--- config.mk ---
export PLATFORM = sky130hd
export DESIGN_NAME = uart_command_sequencer
export DESIGN_NICKNAME = d
export VERILOG_FILES = /design/src/rtl/uart_command_sequencer_pkg.sv /design/src/rtl/uart_command_sequencer_regfile.sv /design/src/rtl/uart_command_sequencer.sv
export SDC_FILE = /design/constraint.sdc
export NUM_CORES = 1
export LEC_CHECK = 0
export ABC_AREA = 1
export BUFFER_PORTS_ARGS = -buffer_cell sky130_fd_sc_hd__buf_4
export CORE_UTILIZATION = 49
export CTS_CLUSTER_DIAMETER = 40
export DETAILED_ROUTE_END_ITERATION = 12
export GPL_TIMING_DRIVEN = 0
export PLACE_DENSITY = 0.83
export SYNTH_ARGS = -nofsm -noshare
export SYNTH_HDL_FRONTEND = slang
export SYNTH_SLANG_ARGS = --single-unit
--- constraint.sdc ---
create_clock -name masterClock -period 14.7 [get_ports masterClock]
set_input_delay 2.94 -clock masterClock [delete_from_list [all_inputs] [get_ports masterClock]]
set_output_delay 2.94 -clock masterClock [all_outputs]
set_load 0.01 [all_outputs]
--- src/rtl/uart_command_sequencer_pkg.sv ---
// uart_command_sequencer_pkg
//   Shared definitions for the UART command sequencer: opcode values carried
//   in control[7:5], status-byte bit positions, the sequencer state encoding
//   and a helper that assembles the status byte.
package uart_command_sequencer_pkg;

  localparam logic [2:0] OP_NOP   = 3'd0;
  localparam logic [2:0] OP_WRITE = 3'd1;
  localparam logic [2:0] OP_READ  = 3'd2;
  localparam logic [2:0] OP_EXEC  = 3'd3;

  localparam int ST_ERR = 7;
  localparam int ST_TMO = 6;

  typedef enum logic [2:0] {
    IDLE      = 3'd0,
    ACK       = 3'd1,
    DECODE    = 3'd2,
    EXEC_WAIT = 3'd3,
    SEND      = 3'd4,
    DRAIN     = 3'd5
  } seqState_t;

  // Status byte layout: {error, timeout, opcode echo, address echo}.
  function automatic logic [7:0] buildStatus(input logic err, input logic tmo,
                                             input logic [2:0] op, input logic [2:0] addr);
    logic [7:0] s;
    s         = 8'h00;
    s[ST_ERR] = err;
    s[ST_TMO] = tmo;
    s[5:3]    = op;
    s[2:0]    = addr;
    return s;
  endfunction

endpackage

--- src/rtl/uart_command_sequencer_regfile.sv ---
// seq_register_file
//   NUM_REGS host-visible registers of WIDTH*8 bits each.
//   Ports:
//     masterClock  - clock, rising edge
//     reset        - asynchronous active-high reset, clears every register
//     writeEnable  - write strobe; writeAddr/writeData sampled on the clock
//     readAddr     - combinational read address; out-of-range reads give 0
//     readData     - contents of register readAddr
//     regFile      - all registers flattened, register 0 in the LSBs
module seq_register_file #(
  parameter int WIDTH    = 4,
  parameter int NUM_REGS = 8
) (
  input  logic                        masterClock,
  input  logic                        reset,
  input  logic                        writeEnable,
  input  logic [2:0]                  writeAddr,
  input  logic [WIDTH*8-1:0]          writeData,
  input  logic [2:0]                  readAddr,
  output logic [WIDTH*8-1:0]          readData,
  output logic [NUM_REGS*WIDTH*8-1:0] regFile
);

  localparam int DW = WIDTH * 8;

  logic [DW-1:0] regs [NUM_REGS];

  // Register storage with a single synchronous write port.
  always_ff @(posedge masterClock or posedge reset) begin
    if (reset) begin
      for (int i = 0; i < NUM_REGS; i++) begin
        regs[i] <= '0;
      end
    end else if (writeEnable) begin
      for (int i = 0; i < NUM_REGS; i++) begin
        if (writeAddr == 3'(i)) begin
          regs[i] <= writeData;
        end
      end
    end
  end

  // Read mux built as an AND-OR so an address past NUM_REGS reads as zero.
  always_comb begin
    readData = '0;
    for (int i = 0; i < NUM_REGS; i++) begin
      readData = readData | ({DW{readAddr == 3'(i)}} & regs[i]);
    end
  end

  // Flattened view of every register for the host-side debug bus.
  always_comb begin
    regFile = '0;
    for (int i = 0; i < NUM_REGS; i++) begin
      regFile[i*DW +: DW] = regs[i];
    end
  end

endmodule

--- src/rtl/uart_command_sequencer.sv ---
// uart_command_sequencer
//   Takes one packet (control byte + WIDTH data bytes) from the UART I/O
//   block, acknowledges it, performs a register WRITE/READ or a DUT EXEC,
//   and hands a status byte plus WIDTH-byte response back for transmission.
//   Ports:
//     masterClock, reset             - clock / async active-high reset
//     dataReceived, control,
//     inputData, clearDR             - packet in and its acknowledge
//     transmitting, transmit,
//     respStatus, respData           - response out and its handshake
//     dutStart, dutOperand,
//     dutDone, dutResult             - execute interface to the DUT
//     regFile                        - flattened host registers
//     busy                           - high whenever a command is in flight
module uart_command_sequencer
  import uart_command_sequencer_pkg::*;
#(
  parameter int WIDTH    = 4,
  parameter int NUM_REGS = 8,
  parameter int TIMEOUT  = 1000000
) (
  input  logic                        masterClock,
  input  logic                        reset,
  input  logic                        dataReceived,
  input  logic [7:0]                  control,
  input  logic [WIDTH*8-1:0]          inputData,
  output logic                        clearDR,
  input  logic                        transmitting,
  output logic                        transmit,
  output logic [7:0]                  respStatus,
  output logic [WIDTH*8-1:0]          respData,
  output logic                        dutStart,
  output logic [WIDTH*8-1:0]          dutOperand,
  input  logic                        dutDone,
  input  logic [WIDTH*8-1:0]          dutResult,
  output logic [NUM_REGS*WIDTH*8-1:0] regFile,
  output logic                        busy
);

  localparam int            DW         = WIDTH * 8;
  localparam int            CW         = $clog2(TIMEOUT + 1);
  localparam logic [CW-1:0] TIMER_LAST = CW'(TIMEOUT - 1);
  localparam logic [3:0]    REG_COUNT  = 4'(NUM_REGS);

  seqState_t     state;
  logic [2:0]    opcodeReg;
  logic [2:0]    addrReg;
  logic [DW-1:0] dataReg;
  logic [CW-1:0] timer;

  logic          isWrite;
  logic          isRead;
  logic          isExec;
  logic          isError;
  logic          addrInRange;
  logic          writeEnable;
  logic [DW-1:0] readData;

  seq_register_file #(
    .WIDTH    (WIDTH),
    .NUM_REGS (NUM_REGS)
  ) registerFile (
    .masterClock (masterClock),
    .reset       (reset),
    .writeEnable (writeEnable),
    .writeAddr   (addrReg),
    .writeData   (dataReg),
    .readAddr    (addrReg),
    .readData    (readData),
    .regFile     (regFile)
  );

  // Decode of the latched control byte; reserved bits [4:3] are never stored.
  always_comb begin
    isWrite     = 1'b0;
    isRead      = 1'b0;
    isExec      = 1'b0;
    isError     = 1'b0;
    addrInRange = ({1'b0, addrReg} < REG_COUNT);
    case (opcodeReg)
      OP_NOP: begin
        isError = 1'b0;
      end
      OP_WRITE: begin
        isWrite = 1'b1;
        isError = !addrInRange;
      end
      OP_READ: begin
        isRead  = 1'b1;
        isError = !addrInRange;
      end
      OP_EXEC: begin
        isExec = 1'b1;
      end
      default: begin
        isError = 1'b1;
      end
    endcase
    if ((state == DECODE) && isWrite && !isError) begin
      writeEnable = 1'b1;
    end else begin
      writeEnable = 1'b0;
    end
  end

  // Command sequencer: packet handshake, decode, DUT execute, response handshake.
  always_ff @(posedge masterClock or posedge reset) begin
    if (reset) begin
      state      <= IDLE;
      opcodeReg  <= 3'd0;
      addrReg    <= 3'd0;
      dataReg    <= '0;
      timer      <= '0;
      clearDR    <= 1'b0;
      transmit   <= 1'b0;
      respStatus <= 8'h00;
      respData   <= '0;
      dutStart   <= 1'b0;
      dutOperand <= '0;
      busy       <= 1'b0;
    end else begin
      // dutStart is a single-cycle pulse unless DECODE sets it again.
      dutStart <= 1'b0;
      case (state)
        IDLE: begin
          if (dataReceived) begin
            opcodeReg <= control[7:5];
            addrReg   <= control[2:0];
            dataReg   <= inputData;
            clearDR   <= 1'b1;
            busy      <= 1'b1;
            state     <= ACK;
          end
        end
        ACK: begin
          if (!dataReceived) begin
            clearDR <= 1'b0;
            state   <= DECODE;
          end
        end
        DECODE: begin
          respStatus <= buildStatus(isError, 1'b0, opcodeReg, addrReg);
          if (isError) begin
            respData <= '0;
          end else if (isWrite) begin
            respData <= dataReg;
          end else if (isRead) begin
            respData <= readData;
          end else begin
            respData <= '0;
          end
          if (isExec) begin
            dutOperand <= dataReg;
            dutStart   <= 1'b1;
            timer      <= '0;
            state      <= EXEC_WAIT;
          end else begin
            state <= SEND;
          end
        end
        EXEC_WAIT: begin
          // dutDone seen while dutStart is still high belongs to the start
          // cycle itself and is not a completion.
          if (dutDone && !dutStart) begin
            respData <= dutResult;
            state    <= SEND;
          end else if (timer == TIMER_LAST) begin
            respStatus[ST_TMO] <= 1'b1;
            respData           <= '0;
            state              <= SEND;
          end else begin
            timer <= timer + CW'(1);
          end
        end
        SEND: begin
          if (!transmit) begin
            transmit <= 1'b1;
          end else if (transmitting) begin
            transmit <= 1'b0;
            state    <= DRAIN;
          end
        end
        DRAIN: begin
          if (!transmitting) begin
            busy  <= 1'b0;
            state <= IDLE;
          end
        end
        default: begin
          clearDR  <= 1'b0;
          transmit <= 1'b0;
          busy     <= 1'b0;
          state    <= IDLE;
        end
      endcase
    end
  end

endmodule

==> flow_summary_export.csv <==
group,metric,value,unit
yosys,netlist_area,18200,µm²
grt,grt_use_total,40.8,%
yosys,netlist_instances,2276,
job,drv_cap,0,
drt,first_pass_iters,6,
sta,min_period,4.50,ns
die,die-height,195,µm
placement,dpl.hpwl,56700,µm
setup_path,crit_chain,"buf_4, inv_1, nor2_1, o21ai_1, nand2_1, clkbuf_1, nor2_1, a21oi_1",
yosys,synth-seq-area-share,53.9,%
placement,gp_congestion,0.981,
drt,drc,0,
sta,worstMarginPinSlew,1.04,ns
sta,slew_headroom,29.8,%
sta,grt_setup_unrepaired,"no",
placement,place_ws,9.61,ns
grt,antenna_found_initial,0,
setup_path,cp_common_cell,"nor2_1",
yosys,synth_area_per_cell,8.01,µm²
die,initial_utilization,49.8,%
yosys,synth_warnings,0,
grt,grt_overflow_total,0,
final_layout,syn_to_final_growth,31.8,%
final_layout,fillers,3104,
sta,layout_worst_path_cycle_share,30.6,%
setup_path,startpoint_type,"input port",
cts,ctsResizeCount,0,
yosys,synth_top_area_share,53.9,%
sta,hold_ws,0.482,ns
final_layout,nets,2822,
drt,vias,19609,
final_layout,fin_util,65.6,%
drt,avgViaCountPerCell,6.02,
sta,skew,0.0239,ns
cts,cts_setup_buffers,0,
grt,grt_max_degree,116,
setup_path,end_kind,"flop",
cts,cts_tree,"built",
outcome,status,"finished clean",
sta,fin_ws,10.20,ns
cts,cts_buffer_depth,3,
drt,drt_iter0_drc,2575,
yosys,synth_fp_nets,2354,
power_and_ir_drop,power.total,5490,µW
sta,finalHoldViolCount,0,
yosys,ys_ff_latch,393,
power_and_ir_drop,p_leak,0.0120,µW
setup_path,cp_slowest_cell,"nor2_1",
sta,fmax,222,MHz
power_and_ir_drop,vdd.ir_drop.worst,141,µV
cts,cts_buffers,57,
yosys,synth_top_cell_by_area,"dfrtp_1",
final_layout,antenna-diode-count,0,
grt,grt_pass1_vias,18733,
sta,slew_viol_final,0,
cts,cts.clk_slew.worst_paths,0.05,ns
die,rows,70,
cts,clock_sinks,393,
die,die_w,195,µm
grt,grt_pass1_wl,116000,µm
placement,io_buffers,406,
cts,hold_buffers,0,
setup_path,critPathMaxFanout,10,
drt,wl,77800,µm
cts,clock_latency,0.61,ns
cts,cts.htree.levels,2,
drt,wl_per_cell,23.9,µm
drt,ant_nets,0,
sta,finalSetupViolCount,0,
setup_path,max_stage_delay,0.51,ns
setup_path,critPathKind,"in2reg",
setup_path,cp_top_family,"simple AND/OR/NAND/NOR gates",
yosys,synth_cell_type_count,28,
die,core_area,36600,µm²
die,die_area,38000,µm²
cts,root_buffer,"clkbuf_16",
setup_path,critPathBufInv,3,
final_layout,layout-drive-gt1-share,19.1,%
power_and_ir_drop,powerDensity,229,nW/µm²
hold_path,hold_path.class,"reg2reg",
setup_path,arrival,5.01,ns
die,ios,409,
yosys,ys_top_cells_by_area,"dfrtp_1 54%, nand2_1 14%, o21ai_0 8.2%",
setup_path,worstPathRequired,15.21,ns
synthesized netlist by cell type, drive strengths merged:
library cell / instances
a21oi: 103
a31o: 2
buf: 14
clkbuf: 160
clkinv: 1
dfrtp: 393
ha: 1
inv: 65
mux2: 1
nand2: 689
nand3: 93
nand3b: 1
nand4: 208
nor2: 205
nor3: 8
nor4: 1
o21a: 1
o21ai: 320
o21bai: 3
or2: 2
xor2: 5
layout by cell type (no fill, tap or decap), types with 59 or more instances in the layout:
master,count
nand3_1,91
clkbuf_1,164
inv_1,61
o21ai_0,299
nand2_1,688
nand4_1,202
a21oi_1,103
buf_4,406
dfrtp_1,393
nor2_1,204
clkbuf_16,59
final timing paths:
kind	startpoint	to	slack, ns	cells past startpoint
worst min-delay path	busy$_DFFE_PP0P_	busy$_DFFE_PP0P_	0.48	2
max in group asynchronous	reset	registerFile.regFile[74]$_DFFE_PP0P_	10.85	4
min in group asynchronous	reset	respData[21]$_DFFE_PP0P_	2.41	2
worst max register to register	addrReg[2]$_DFFE_PP0P_	registerFile.regFile[25]$_DFFE_PP0P_	11.24	8
worst max-delay path	dutDone	respData[3]$_DFFE_PP0P_	10.20	8
worst min register to register	busy$_DFFE_PP0P_	busy$_DFFE_PP0P_	0.48	2
state kept, by name, summed over array words and instances (netlist names):
signal,flops
registerFile.regFile,256
dataReg,32
dutOperand,32
respData,32
timer,20
respStatus,8
addrReg,3
opcodeReg,3
state,3
busy,1
clearDR,1
dutStart,1
transmit,1
power by group:
group	internal [µW]	switching [µW]	total, µW	leakage (µW)
Combinational	734	1410	2140	0.00585
Sequential	1480	397	1870	0.00519
Clock	928	548	1480	0.000999
worst min-delay path: stages, from the launching register on:
cell and delay (ns):
dfrtp_1 0.35, nand2_1 0.05, nand2_1 0.05
layout make-up:
cell class	instances	area (µm²)	share of cell area [%]
repair buffers	409	3130	13.0
multi-input cells	1643	7490	31.2
flip-flops and latches	393	9830	40.9
well taps	468	586	2.44
clock buffers	72	1620	6.72
plain buffers	174	654	2.72
inverters	66	255	1.06
clock inverters	34	452	1.88
metal layers:
metal	share of wire (%)	track usage (%)	vias to the layer above
met5	0	0	-
met4	5.6	22.0	0
met3	13	11.2	272
met2	44	61.3	1456
met1	38	53.7	9248
li1	-	-	8633
cells by family after synthesis:
logic type,synth area share [%]
buffers and inverters,4.95
XOR/XNOR,0.240
AND/OR/NAND/NOR,28.9
adder cells (fa/ha/maj),0.0686
flip-flops,53.9
multiplexers,0.0618
AO/OA/AOI/OAI,11.9
through the flow:
step | area [µm²] | setup TNS, ns | cells
global placement | 21900 | -1230.48 | 3150
CTS | 24000 | 0 | 3259
floorplan | 18200 | 0 | 2276
detailed placement | 22000 | 0 | 3153
global route | 24000 | 0 | 3259
finish | 24000 | 0 | 3259
(Power assumes the default switching activity.)
